<file path="src/rtl/oled_power_sequencer.sv">
// Power-up, reset and init sequencer for the Pmod OLEDrgb panel; afterwards forwards user bytes to the SPI byte master.
// Optional power-down path (pwr_off port, OFF_SEND/OFF_WAIT/PDN_WAIT) is built when OLED_PWRDN_EN is defined.
module oled_power_sequencer #(
  parameter int RST_WAIT_CYC = 300,
  parameter int RST_LOW_CYC  = 300,
  parameter int VCC_WAIT_CYC = 10000000,
  parameter int CNT_W        = 24
) (
  input  logic       CLK,
  input  logic       rst,
  input  logic       start,
  output logic       spi_start,
  output logic [7:0] spi_data,
  output logic       spi_dc,
  input  logic       spi_busy,
  input  logic       spi_done,
  input  logic       usr_valid,
  input  logic [7:0] usr_data,
  input  logic       usr_dc,
  output logic       usr_ready,
  output logic       PMOD_EN,
  output logic       RES,
  output logic       VCC_EN,
  output logic       init_done,
  output logic [3:0] state
`ifdef OLED_PWRDN_EN
  ,
  input  logic       pwr_off
`endif
);

  typedef enum logic [3:0] {
    S_OFF      = 4'd0,
    S_PWR_WAIT = 4'd1,
    S_RES_LOW  = 4'd2,
    S_RES_WAIT = 4'd3,
    S_CMD_SEND = 4'd4,
    S_CMD_WAIT = 4'd5,
    S_VCC_WAIT = 4'd6,
    S_ON_SEND  = 4'd7,
    S_ON_WAIT  = 4'd8,
    S_READY    = 4'd9,
    S_USR_WAIT = 4'd10,
    S_OFF_SEND = 4'd11,
    S_OFF_WAIT = 4'd12,
    S_PDN_WAIT = 4'd13
  } state_t;

  // Wait states load N-1 on entry and leave on the cycle the counter reads zero, so each lasts N cycles.
  localparam logic [CNT_W-1:0] RST_WAIT_LD = CNT_W'(RST_WAIT_CYC - 1);
  localparam logic [CNT_W-1:0] RST_LOW_LD  = CNT_W'(RST_LOW_CYC - 1);
  localparam logic [CNT_W-1:0] VCC_WAIT_LD = CNT_W'(VCC_WAIT_CYC - 1);
  localparam logic [CNT_W-1:0] CNT_ONE     = {{(CNT_W-1){1'b0}}, 1'b1};
  localparam logic [CNT_W-1:0] CNT_ZERO    = {CNT_W{1'b0}};

  function automatic logic [7:0] init_rom(input logic [1:0] i);
    case (i)
      2'd0:    init_rom = 8'hFD;
      2'd1:    init_rom = 8'h12;
      default: init_rom = 8'hAE;
    endcase
  endfunction

  state_t           state_r, state_s;
  logic [CNT_W-1:0] cnt_r, cnt_s;
  logic [1:0]       idx_r, idx_s;
  logic             pmod_en_r, pmod_en_s, res_r, res_s, vcc_en_r, vcc_en_s;
  logic             spi_start_r, spi_start_s, spi_dc_r, spi_dc_s;
  logic [7:0]       spi_data_r, spi_data_s;
  logic             usr_ready_r, usr_ready_s, init_done_r, init_done_s;
  logic             cnt_zero_s;

  assign cnt_zero_s = (cnt_r == CNT_ZERO);

  // Next-state and next-output logic; every output is registered below.
  always_comb begin
    state_s     = state_r;
    cnt_s       = cnt_r;
    idx_s       = idx_r;
    pmod_en_s   = pmod_en_r;
    res_s       = res_r;
    vcc_en_s    = vcc_en_r;
    spi_start_s = 1'b0;
    spi_data_s  = spi_data_r;
    spi_dc_s    = spi_dc_r;
    case (state_r)
      S_OFF: begin
        if (start) begin
          pmod_en_s = 1'b1;
          cnt_s     = RST_WAIT_LD;
          state_s   = S_PWR_WAIT;
        end else begin
          state_s = S_OFF;
        end
      end
      S_PWR_WAIT: begin
        if (cnt_zero_s) begin
          res_s   = 1'b0;
          cnt_s   = RST_LOW_LD;
          state_s = S_RES_LOW;
        end else begin
          cnt_s = cnt_r - CNT_ONE;
        end
      end
      S_RES_LOW: begin
        if (cnt_zero_s) begin
          res_s   = 1'b1;
          cnt_s   = RST_WAIT_LD;
          state_s = S_RES_WAIT;
        end else begin
          cnt_s = cnt_r - CNT_ONE;
        end
      end
      S_RES_WAIT: begin
        if (cnt_zero_s) begin
          idx_s   = 2'd0;
          state_s = S_CMD_SEND;
        end else begin
          cnt_s = cnt_r - CNT_ONE;
        end
      end
      S_CMD_SEND: begin
        if (spi_busy) begin
          state_s = S_CMD_SEND;
        end else begin
          spi_start_s = 1'b1;
          spi_data_s  = init_rom(idx_r);
          spi_dc_s    = 1'b0;
          state_s     = S_CMD_WAIT;
        end
      end
      S_CMD_WAIT: begin
        if (spi_done) begin
          if (idx_r == 2'd2) begin
            vcc_en_s = 1'b1;
            cnt_s    = VCC_WAIT_LD;
            state_s  = S_VCC_WAIT;
          end else begin
            idx_s   = idx_r + 2'd1;
            state_s = S_CMD_SEND;
          end
        end else begin
          state_s = S_CMD_WAIT;
        end
      end
      S_VCC_WAIT: begin
        if (cnt_zero_s) begin
          state_s = S_ON_SEND;
        end else begin
          cnt_s = cnt_r - CNT_ONE;
        end
      end
      S_ON_SEND: begin
        if (spi_busy) begin
          state_s = S_ON_SEND;
        end else begin
          spi_start_s = 1'b1;
          spi_data_s  = 8'hAF;
          spi_dc_s    = 1'b0;
          state_s     = S_ON_WAIT;
        end
      end
      S_ON_WAIT: begin
        if (spi_done) begin
          state_s = S_READY;
        end else begin
          state_s = S_ON_WAIT;
        end
      end
      S_READY: begin
`ifdef OLED_PWRDN_EN
        if (pwr_off) begin
          state_s = S_OFF_SEND;
        end else if (usr_valid && usr_ready_r) begin
`else
        if (usr_valid && usr_ready_r) begin
`endif
          spi_start_s = 1'b1;
          spi_data_s  = usr_data;
          spi_dc_s    = usr_dc;
          state_s     = S_USR_WAIT;
        end else begin
          state_s = S_READY;
        end
      end
      S_USR_WAIT: begin
        if (spi_done) begin
          state_s = S_READY;
        end else begin
          state_s = S_USR_WAIT;
        end
      end
`ifdef OLED_PWRDN_EN
      S_OFF_SEND: begin
        if (spi_busy) begin
          state_s = S_OFF_SEND;
        end else begin
          spi_start_s = 1'b1;
          spi_data_s  = 8'hAE;
          spi_dc_s    = 1'b0;
          state_s     = S_OFF_WAIT;
        end
      end
      S_OFF_WAIT: begin
        if (spi_done) begin
          vcc_en_s = 1'b0;
          cnt_s    = VCC_WAIT_LD;
          state_s  = S_PDN_WAIT;
        end else begin
          state_s = S_OFF_WAIT;
        end
      end
      S_PDN_WAIT: begin
        if (cnt_zero_s) begin
          pmod_en_s = 1'b0;
          res_s     = 1'b1;
          state_s   = S_OFF;
        end else begin
          cnt_s = cnt_r - CNT_ONE;
        end
      end
`endif
      default: begin
        pmod_en_s = 1'b0;
        vcc_en_s  = 1'b0;
        res_s     = 1'b1;
        state_s   = S_OFF;
      end
    endcase
    usr_ready_s = (state_s == S_READY) && !spi_busy;
    init_done_s = (state_s == S_READY) || (state_s == S_USR_WAIT);
  end

  // State, counter and output registers.
  always_ff @(posedge CLK or posedge rst) begin
    if (rst) begin
      state_r     <= S_OFF;
      cnt_r       <= CNT_ZERO;
      idx_r       <= 2'd0;
      pmod_en_r   <= 1'b0;
      res_r       <= 1'b1;
      vcc_en_r    <= 1'b0;
      spi_start_r <= 1'b0;
      spi_data_r  <= 8'h00;
      spi_dc_r    <= 1'b0;
      usr_ready_r <= 1'b0;
      init_done_r <= 1'b0;
    end else begin
      state_r     <= state_s;
      cnt_r       <= cnt_s;
      idx_r       <= idx_s;
      pmod_en_r   <= pmod_en_s;
      res_r       <= res_s;
      vcc_en_r    <= vcc_en_s;
      spi_start_r <= spi_start_s;
      spi_data_r  <= spi_data_s;
      spi_dc_r    <= spi_dc_s;
      usr_ready_r <= usr_ready_s;
      init_done_r <= init_done_s;
    end
  end

  assign spi_start = spi_start_r;
  assign spi_data  = spi_data_r;
  assign spi_dc    = spi_dc_r;
  assign usr_ready = usr_ready_r;
  assign PMOD_EN   = pmod_en_r;
  assign RES       = res_r;
  assign VCC_EN    = vcc_en_r;
  assign init_done = init_done_r;
  assign state     = state_r;

endmodule

</file>
<file path="config.mk">
export PLATFORM = sky130hd
export DESIGN_NAME = oled_power_sequencer
export DESIGN_NICKNAME = d
export VERILOG_FILES = /design/src/rtl/oled_power_sequencer.sv
export SDC_FILE = /design/constraint.sdc
export NUM_CORES = 1
export LEC_CHECK = 0
export BUFFER_PORTS_ARGS = -buffer_cell sky130_fd_sc_hd__buf_2
export CORE_UTILIZATION = 63
export DETAILED_ROUTE_END_ITERATION = 8
export HOLD_SLACK_MARGIN = 0.02
export PLACE_DENSITY = 0.84
export SLEW_MARGIN = 10
export SYNTH_ARGS = -nofsm -noshare
export SYNTH_HDL_FRONTEND = slang
export SYNTH_SLANG_ARGS = --single-unit
</file>
<file path="constraint.sdc">
create_clock -name CLK -period 4.8 [get_ports CLK]
set_input_delay 0.96 -clock CLK [delete_from_list [all_inputs] [get_ports CLK]]
set_output_delay 0.96 -clock CLK [all_outputs]
set_load 0.01 [all_outputs]
</file>
==> summary.md, run 1 <==
| Metric | Value |
|---|---|
| Post-synth ARST share | 100% |
| Worst reg-to-reg path cell count | 8 |
| Cell count after placement | 398 |
| Num rows | 24 |
| Clock sinks | 45 |
| Reg2reg end | cnt_r[6] |
| Critical-path top delay cell | o21ai_0 |
| Yosys warns | 0 |
| Met3 wire len | 315 µm |
| Core area | 0.00432 mm² |
| Die Wd | 69.1 µm |
| Final TNS setup | 0 ps |
| Final Hold Fails | 0 |
| Ratio of cells with drive above 1 in the final layout | 17.8% |
| CTS resizes | 0 |
| Post-route insts no fill | 406 |
| RR Startpoint | cnt_r[0] |
| Status | finished clean |
| Number of global-route vias before repair | 2,466 |
| Overall routed net length | 6.55 mm |
| Met2 wire len | 3.24 mm |
| DR iter-0 viols | 207 |
| Setup crit start | cnt_r[0] |
| Worst IR drop on VDD | 0.282 mV |
| Worst Setup Slack, final | 2060 ps |
| Clock-pin slew on the worst setup and hold paths | 90 ps |
| Initial antenna violation count | 0 |
| Pre-CTS WS | 1970 ps |
| GP Congestion | 0.919 |
| # port buffers | 33 |
| Crit path depth | 8 |
| Final #Nets | 375 |
| Sequential area share after synthesis | 39.8% |
| CTS H-tree depth | 2 |
| Period minus WS final | 2740 ps |
| Number of diodes | 0 |
| Hold WC Path Type | reg -> reg |
| Final Cycle Share | 57.1% |
| Crit path kind | reg -> reg |
| Area Growth Syn to Fin | 9.45% |
| # fillers | 333 |
| Wire per inst | 16.1 µm |
| Number of post-CTS setup repair buffers | 0 |
| Worst skew pair latency | 300 ps |
| Final setup fails | 0 |
| Root buf cell | clkbuf_8 |
| Req. time, crit path | 4980 ps |
| Synth Net Count | 348 |
| Pre-Repair DR Iteration Count | 5 |
| DRC Markers | 0 |
| Top Family by Delay on Critical Path | compound AO/OA/AOI/OAI gates |
| Fin. max-slew vios | 0 |
| CP max stage delay | 950 ps |
| Highest clock rate | 365 MHz |
| Global-route wire length before repair | 11.6 mm |
| CTS tree | done |
| RSZ-0062 raised after global routing | no |
| Max-cap violations | 0 |
| Die Ht | 69.1 µm |
| Initial core utilization | 65.5% |
| Global Route Usage Sum | 29.7% |
| Mapped Cells | 326 |
| Slew margin rel. | 26.6% |
| CP Launch Type | flop |
| Total number of vias | 2,557 |
| Pin count of the biggest net entering global routing | 46 |
| Crit path DAT | 2920 ps |
| Worst-Margin Slew | 1090 ps |
| Largest cells by area after synthesis | dfrtp_1, nor2_1, o21ai_0, a21oi_1, nor3_1 |
| Top cell type by total area after synthesis | dfrtp_1 |
| Syn avg cell area | 8.69 µm² |
| Vias per inst | 6.30 |
| Cts hold-fix bufs | 0 |
| TritonCTS Buffers | 5 |
| Netlist cell types | 61 |
| Max Buffers Root-to-Sink | 2 |
| Post-synth EDFFs | 0 |
| Crit-path max FO | 11 |
| Die area | 0.00477 mm² |
| Crit-path cells | inv_1 -> ha_1 -> nor2b_1 -> nand4_2 -> o21ai_0 -> inv_1 -> a21o_1 -> o2bb2ai_1 |
| Crit path capture | cnt_r[6] |
| Top routing layer in use | met4 |
| #FFs+latches synth | 45 |
| GRT overflow | 0 |
| Ys flop type | dfrtp_1 |
| Pwr dens | 542 mW/mm² |
| Leakage power total | 0.00135 µW |
| Worst Clk Skew | 6.92 ps |
| CP Buf/Inv Count | 2 |
| Setup slack, reg-to-reg | 2060 ps |
| CP most frequent cell | inv_1 |
| Post-Syn Area | 0.00283 mm² |
| Synth cell count leaders | dfrtp_1, nor2_1, o21ai_0 |
| Crit. End Element | flop |
| Yosys top cell area share | 38.9% |
| Hpwl dp | 4.61 mm |
| Post-Route M1 WL | 2.92 mm |
| Io pins | 34 |
| Post-route ant nets | 0 |
==> layout by cell type, fill, tap and decap left out, drive strengths merged, types with 4 or more instances in the layout <==
| cell type | count |
|---|---|
| nor4 | 9 |
| nand2 | 25 |
| dfrtp | 44 |
| ha | 7 |
| nand3 | 7 |
| buf | 33 |
| nand4 | 8 |
| nand2b | 7 |
| nor3 | 21 |
| xnor2 | 8 |
| o21ai | 30 |
| o2bb2ai | 4 |
| clkbuf | 5 |
| a31oi | 5 |
| inv | 12 |
| o22ai | 4 |
| o31ai | 4 |
| nor2b | 4 |
| a21oi | 26 |
| nor2 | 46 |
==> cell families (layout without fill, tap and decap cells) <==
| group | after synthesis | in the layout | synth area share, % |
|---|---|---|---|
| XOR/XNOR | 9 | 9 | 2.78 |
| flip-flops | 45 | 45 | 39.8 |
| multiplexers | 2 | 2 | 0.751 |
| AO/OA/AOI/OAI | 96 | 96 | 22.7 |
| AND/OR/NAND/NOR | 142 | 142 | 27.1 |
| buffers and inverters | 25 | 53 | 3.80 |
| adder cells (fa/ha/maj) | 7 | 7 | 3.09 |
==> tightest hold or removal path, stage by stage (launching register included) <==
cell and delay (ps):
dfstp_2 370, inv_1 60, a31oi_1 70
==> how the worst min path moves through the flow <==
| stage | startpoint | end | depth (start not counted) |
|---|---|---|---|
| CTS | RES | RES | 2 |
| global route | RES | RES | 2 |
| detailed placement | RES | RES | 2 |
| finish | RES | RES | 2 |
| global placement | VCC_EN | VCC_EN | 2 |
| floorplan | idx_r[1] | idx_r[1] | 1 |
==> where the power goes <==
group	leakage (µW)	total [µW]	internal [µW]	switching (µW)
Clock	0.0000447	244	105	139
Sequential	0.000584	649	484	165
Combinational	0.000722	789	302	486
==> routing by layer <==
layer / vias up / global-route usage (%)
met2: 89 / 47.1
met3: 9 / 4.68
met1: 1215 / 41.5
met4: 0 / 10.2
li1: 1244 / -
met5: - / 0
==> layout make-up <==
type	instances	area, µm²	share of cell area, %
multi-input combinational	256	1610	51.8
sequential	45	1130	36.3
timing repair buffer	33	165	5.32
clock buffer	5	68.8	2.22
tap	52	65.1	2.10
inverter	12	45.0	1.45
clock inverter	3	25.0	0.807
==> sequential cells by signal, indices dropped and copies added (netlist names) <==
| signal | flops |
|---|---|
| cnt_r | 24 |
| spi_data | 8 |
| state | 4 |
| idx_r | 2 |
| PMOD_EN | 1 |
| RES | 1 |
| VCC_EN | 1 |
| init_done | 1 |
| spi_dc | 1 |
| spi_start | 1 |
| usr_ready | 1 |
==> metrics by stage <==
step | utilization [%] | power, µW | hold WS (ps) | area [µm²]
floorplan | - | 1250 | 491 | 2830
global placement | 69.4 | 1410 | 477 | 3000
detailed placement | 69.4 | 1430 | 490 | 3000
CTS | 71.6 | 1680 | 504 | 3100
global route | 71.7 | 1810 | 530 | 3100
finish | 71.7 | 1680 | 500 | 3100
Note: power is estimated with default switching activity, not from simulation.
==> run 2, diff against run 1 <==
Settings changed: CORE_UTILIZATION 63 to 53, PLACE_DENSITY 0.84 to 0.76.
Clock period 4.8 ns to 2.3 ns, I/O delays scaled along.
==> run 2 against run 1 <==
  * Core utilization decreased by 5.8 points
  * Setup slack got worse by 2000 ps
  * Global-route usage decreased by 2.7 points
  * Worst hold slack got worse by 450 ps
  * Maximum frequency increased by 24%
  * Critical path type unchanged
  * Sequential cell count unchanged
  * Wire length increased by 7.1%
==> summary.md, run 2 (synthesis gave the netlist of run 1 again) <==
| Metric | Value |
|---|---|
| Status | finished clean |
| Hold WC Path Type | in -> async |
| Pwr Total | 3940 µW (+130%) |
| Global Route Usage Sum | 27.0% (-2.7 points) |
| DR iter-0 viols | 190 (-8.2%) |
| Worst-Margin Slew | 536 ps (-553 ps) |
| Post-route ant nets | 0 (unchanged) |
| RR Startpoint | cnt_r[10] |
| Die Wd | 75.1 µm (+8.8%) |
| Initial antenna violation count | 0 (unchanged) |
| Worst skew pair latency | 310 ps (about the same) |
| Clock-pin slew on the worst setup and hold paths | 90 ps (about the same) |
| GP Congestion | 0.969 (+5.5%) |
| Pre-CTS WS | 25.7 ps (-1940 ps) |
| Core area | 0.00514 mm² (+19%) |
| CTS resizes | 0 (unchanged) |
| Final Hold Fails | 0 (unchanged) |
| Initial core utilization | 55.1% (-10 points) |
| Worst Clk Skew | 6.39 ps (-0.522 ps) |
| Root buf cell | clkbuf_8 |
| Most frequent cells in the layout | dfrtp_1, nor2_1, buf_2, o21ai_0, buf_4 |
| Pin count of the biggest net entering global routing | 19 (-59%) |
| Fin. max-slew vios | 0 (unchanged) |
| Io pins | 34 (unchanged) |
| Highest clock rate | 454 MHz (+24%) |
| Crit. End Element | flop |
| Leakage power total | 0.00151 µW (+12%) |
| Die area | 0.00564 mm² (+18%) |
| Storage cell area | 0.00113 mm² (unchanged) |
| Hpwl dp | 5.26 mm (+14%) |
| Ratio of cells with drive above 1 in the final layout | 24.1% (+6.4 points) |
| GRT overflow | 0 (unchanged) |
| Top Family by Delay on Critical Path | simple AND/OR/NAND/NOR gates |
| Req. time, crit path | 2490 ps (-2490 ps) |
| Total number of vias | 2,676 (+4.7%) |
| Slew margin rel. | 64.1% (+38 points) |
| Crit-path cells | nor4_4 -> nand2_1 -> nor4_2 -> buf_4 -> o2bb2ai_1 -> nand4_1 -> mux2_2 |
| CTS H-tree depth | 2 (unchanged) |
| Critical-path top delay cell | dfrtp_1 |
| Max-cap violations | 0 (unchanged) |
| Crit path DAT | 2400 ps (-520 ps) |
| Global-route wire length before repair | 11.5 mm (-0.42%) |
| Dpl cell area | 0.00323 mm² (+7.5%) |
| Number of diodes | 0 (unchanged) |
| Crit-path max FO | 6 (-5) |
| Cts hold-fix bufs | 0 (unchanged) |
| Max Buffers Root-to-Sink | 2 (unchanged) |
| Clock sinks | 45 (unchanged) |
| TritonCTS Buffers | 5 (unchanged) |
| Vias per inst | 5.93 (-5.8%) |
| Final #Nets | 402 (+7.2%) |
| Setup crit start | cnt_r[10] |
| Crit path kind | reg -> reg |
| Wire per inst | 15.6 µm (-3.6%) |
| # port buffers | 33 (unchanged) |
| DRC Markers | 0 (unchanged) |
| CP Launch Type | flop |
| # fillers | 458 (+38%) |
| Period minus WS final | 2200 ps (-537 ps) |
| Max FFs per register | 24 (unchanged) |
| Worst IR drop on VDD | 0.453 mV (+61%) |
| Number of post-CTS setup repair buffers | 0 (unchanged) |
| Worst Setup Slack, final | 98.7 ps (-1960 ps) |
| Final Cycle Share | 95.7% (+39 points) |
| Design area | 0.00339 mm² (+9.2%) |
| Num rows | 26 (+8.3%) |
| Pre-Repair DR Iteration Count | 5 (unchanged) |
| Final setup fails | 0 (unchanged) |
| Overall routed net length | 7.02 mm (+7.1%) |
| Largest Register | cnt_r |
| Multi-input gate area | 0.00163 mm² (+1.3%) |
| Number of global-route vias before repair | 2,518 (+2.1%) |
| CTS tree | done |
| CP Buf/Inv Count | 1 (-1) |
| Pwr dens | 1160 mW/mm² (+110%) |
| Final TNS setup | 0 ps (unchanged) |
| Die Ht | 75.1 µm (+8.8%) |
| Fin util | 65.9% (-5.8 points) |
| CP max stage delay | 460 ps (-490 ps) |
| RSZ-0062 raised after global routing | no |
| Area Growth Syn to Fin | 19.6% |
## run 2: cell types whose count changed in the layout (fill, tap and decap cells not counted), sizes merged
| cell | change |
|---|---|
| buf | +27 |
| bufinv | +2 |
| clkinvlp | -1 |
| inv | -1 |
## run 2: path summary, 6_finish.rpt
check                      cells past startpoint        end  slack, ps
max                                            7   idx_r[0]        100
max in group asynchronous                      3        RES       1700
min reg2reg                                    2        RES        500
max reg2reg                                    7   idx_r[0]        100
min in group CLK                               2  usr_ready        380
min                                            2  init_done         50
## run 2: power by group
| group | switching, µW | internal [µW] | leakage, µW |
|---|---|---|---|
| Sequential | 290 | 1010 | 0.000584 |
| Clock | 295 | 432 | 0.0000681 |
| Combinational | 1160 | 754 | 0.000860 |
## run 2: layer usage
metal	wire [µm]	vias to the layer above	global-route usage (%)
li1	-	1302	-
met2	3380	79	44.2
met4	152	0	12.2
met5	0	-	0
met3	262	15	3.61
met1	3220	1280	35.7
## run 2: cell type report
class / count / area share, %
flip-flops and latches: 45 / 33.3
clock buffers: 5 / 2.03
well taps: 70 / 2.58
clock inverters: 3 / 1.92
multi-input cells: 256 / 48.0
inverters: 12 / 1.33
repair buffers: 60 / 10.9
## run 2: metrics by stage
step,cells,hold slack [ps]
2_1_floorplan,326,491
3_3_place_gp,443,387
3_5_place_dp,443,389
4_1_cts,451,52.5
5_1_grt,451,67.6
6_report,451,50.3
==> run 3, diff against run 2 <==
Settings changed: CORE_UTILIZATION 53 to 55, CTS_BUF_LIST set to sky130_fd_sc_hd__clkbuf_4 sky130_fd_sc_hd__clkbuf_8, PLACE_DENSITY 0.76 to 0.78.
==> run 3 against run 2 <==
  * Maximum frequency is 0.72% higher
  * Final area rose by 0.81%
  * Sequential cell count is the same
  * Clock-buffer cell count increased by 1
  * Clock power is 16% lower
  * Worst hold slack gained 140 ps
  * Global-route usage increased by 1.7 points
  * Register-to-register slack gained 20 ps
  * Wire length rose by 5.0%
  * Highest routed layer unchanged
==> summary.md, run 3 (synthesis gave the netlist of run 1 again) <==
| Metric | Value |
|---|---|
| Status | finished clean |
| Initial antenna violation count | 0 (unchanged) |
| Die Ht | 73.8 µm (-1.8%) |
| Dpl cell area | 0.00322 mm² (-0.27%) |
| Top routing layer in use | met4 |
| Number of global-route vias before repair | 2,551 (+1.3%) |
| Final setup fails | 0 (unchanged) |
| Cell count after placement | 436 (-1.6%) |
| Hpwl dp | 5.35 mm (+1.6%) |
| Vias per inst | 6.13 (+3.4%) |
| Overall routed net length | 7.37 mm (+5.0%) |
| Met2 wire len | 3.57 mm (+5.5%) |
| Clock sinks | 45 (unchanged) |
| Final #Nets | 401 (-0.25%) |
| Final Cycle Share | 95.0% (-0.68 points) |
| Largest Register | cnt_r |
| Clock-pin slew on the worst setup and hold paths | 90 ps (about the same) |
| Design area | 0.00342 mm² (+0.81%) |
| Most frequent cells in the layout | nor2_1, dfrtp_1, buf_2, o21ai_0, a21oi_1 |
| Crit path DAT | 2350 ps (-50 ps) |
| Highest clock rate | 458 MHz (+0.72%) |
| Root buf cell | clkbuf_8 |
| Crit-path max FO | 25 (+19) |
| Num rows | 25 (-3.8%) |
| Setup slack, reg-to-reg | 110 ps (+20 ps) |
| Worst Clk Skew | 11.1 ps (+4.70 ps) |
| Area Growth Syn to Fin | 20.5% |
| Wire per inst | 16.5 µm (+5.9%) |
| Final Hold Fails | 0 (unchanged) |
| Number of diodes | 0 (unchanged) |
| CTS tree | done |
| Hold WC Path Type | in -> async |
| Global-route wire length before repair | 11.9 mm (+3.0%) |
| # fillers | 408 (-11%) |
| Final TNS setup | 0 ps (unchanged) |
| Storage cell area | 0.00113 mm² (+0.11%) |
| Fin. max-slew vios | 0 (unchanged) |
| # port buffers | 33 (unchanged) |
| Crit path capture | cnt_r[15] |
| Global Route Usage Sum | 28.8% (+1.7 points) |
| DRC Markers | 0 (unchanged) |
| Worst Setup Slack, final | 114 ps (+15.7 ps) |
| TritonCTS Buffers | 5 (unchanged) |
| Pre-Repair DR Iteration Count | 6 (+1) |
| Worst-Margin Slew | 522 ps (-13.9 ps) |
| Core area | 0.00485 mm² (-5.7%) |
| Post-route ant nets | 0 (unchanged) |
| Crit. End Element | flop |
| Pre-CTS WS | 88.5 ps (+62.8 ps) |
| Met3 wire len | 429 µm (+64%) |
| CTS H-tree depth | 2 (unchanged) |
| Worst reg-to-reg path cell count | 8 (+1) |
| RSZ-0062 raised after global routing | no |
| Max Buffers Root-to-Sink | 2 (unchanged) |
| Die Wd | 73.8 µm (-1.8%) |
| Setup crit start | idx_r[0] |
| Post-route insts no fill | 447 (-0.89%) |
| Post-Route M1 WL | 3.25 mm (+1.1%) |
| Max-cap violations | 0 (unchanged) |
| Period minus WS final | 2190 ps (-15.7 ps) |
| Worst skew pair latency | 300 ps (about the same) |
| GP Congestion | 0.968 (-0.11%) |
| RR Startpoint | idx_r[0] |
| Die area | 0.00544 mm² (-3.5%) |
| Crit path kind | reg -> reg |
| GRT overflow | 0 (unchanged) |
| Slew margin rel. | 65.2% (+1.0 points) |
| Reg2reg end | cnt_r[15] |
| Pwr dens | 1170 mW/mm² (+0.91%) |
| CP Launch Type | flop |
| Commonest non-fill, non-tap cell in the layout | nor2_1 |
| Multi-input gate area | 0.00166 mm² (+2.2%) |
| Ratio of cells with drive above 1 in the final layout | 25.5% (+1.4 points) |
| Pin count of the biggest net entering global routing | 26 (+7) |
| Initial core utilization | 58.5% (+3.3 points) |
| Max FFs per register | 24 (unchanged) |
| Leakage power total | 0.00152 µW (+0.37%) |
| Io pins | 34 (unchanged) |
| Worst IR drop on VDD | 0.579 mV (+28%) |
| Total number of vias | 2,742 (+2.5%) |
| DR iter-0 viols | 188 (-1.1%) |
| Req. time, crit path | 2460 ps (-30 ps) |
run 3: final cells by class:
type | count | area share (%)
multi-input combinational | 256 | 48.6
timing repair buffer | 59 | 11.3
clock inverter | 2 | 1.03
clock buffer | 6 | 2.23
sequential | 45 | 33.0
inverter | 12 | 1.32
tap | 67 | 2.45
run 3: report_power, final:
| group | total (µW) | internal (µW) | switching [µW] | leakage (µW) |
|---|---|---|---|---|
| registers | 1300 | 1010 | 290 | 0.000583 |
| logic | 2090 | 855 | 1240 | 0.000877 |
| clock network | 610 | 335 | 276 | 0.0000586 |
run 3: how the worst min path moves through the flow:
stage,from,to,slack (ps),cells past startpoint
after floorplan,idx_r[1],idx_r[1],490,1
after global placement,VCC_EN,VCC_EN,480,2
after detailed placement,RES,RES,490,2
after CTS,rst,cnt_r[0],200,2
after global routing,rst,cnt_r[1],230,2
final,rst,PMOD_EN,190,2
run 3: per-layer routing:
metal,vias up,global-route usage [%]
li1,1297,-
met1,1329,38.3
met2,99,47.0
met3,17,6.45
met4,0,8.12
met5,-,0
run 3: critical path, stage by stage, from the launching register on:
cell and delay (ps):
dfrtp_2 450, inv_2 90, ha_2 200, nand3b_1 140, a221oi_4 400, o31ai_4 140, buf_12 180, o311ai_1 290
o21ai_0 140
run 3: timing repair:
action / 4_1_cts / 5_1_grt
hold buffers: 0 / 0
resized for setup: 0 / 14
buffers inserted: 0 / 3
setup endpoints to repair: 0 / 21
run 3: stage by stage:
step | total power (µW) | util (%) | hold WS, ps
finish | 4010 | 70.5 | 188
global route | 4280 | 70.5 | 231
CTS | 3790 | 68.7 | 197
detailed placement | 3180 | 66.4 | 495
global placement | 3120 | 66.4 | 478
floorplan | 2600 | - | 491
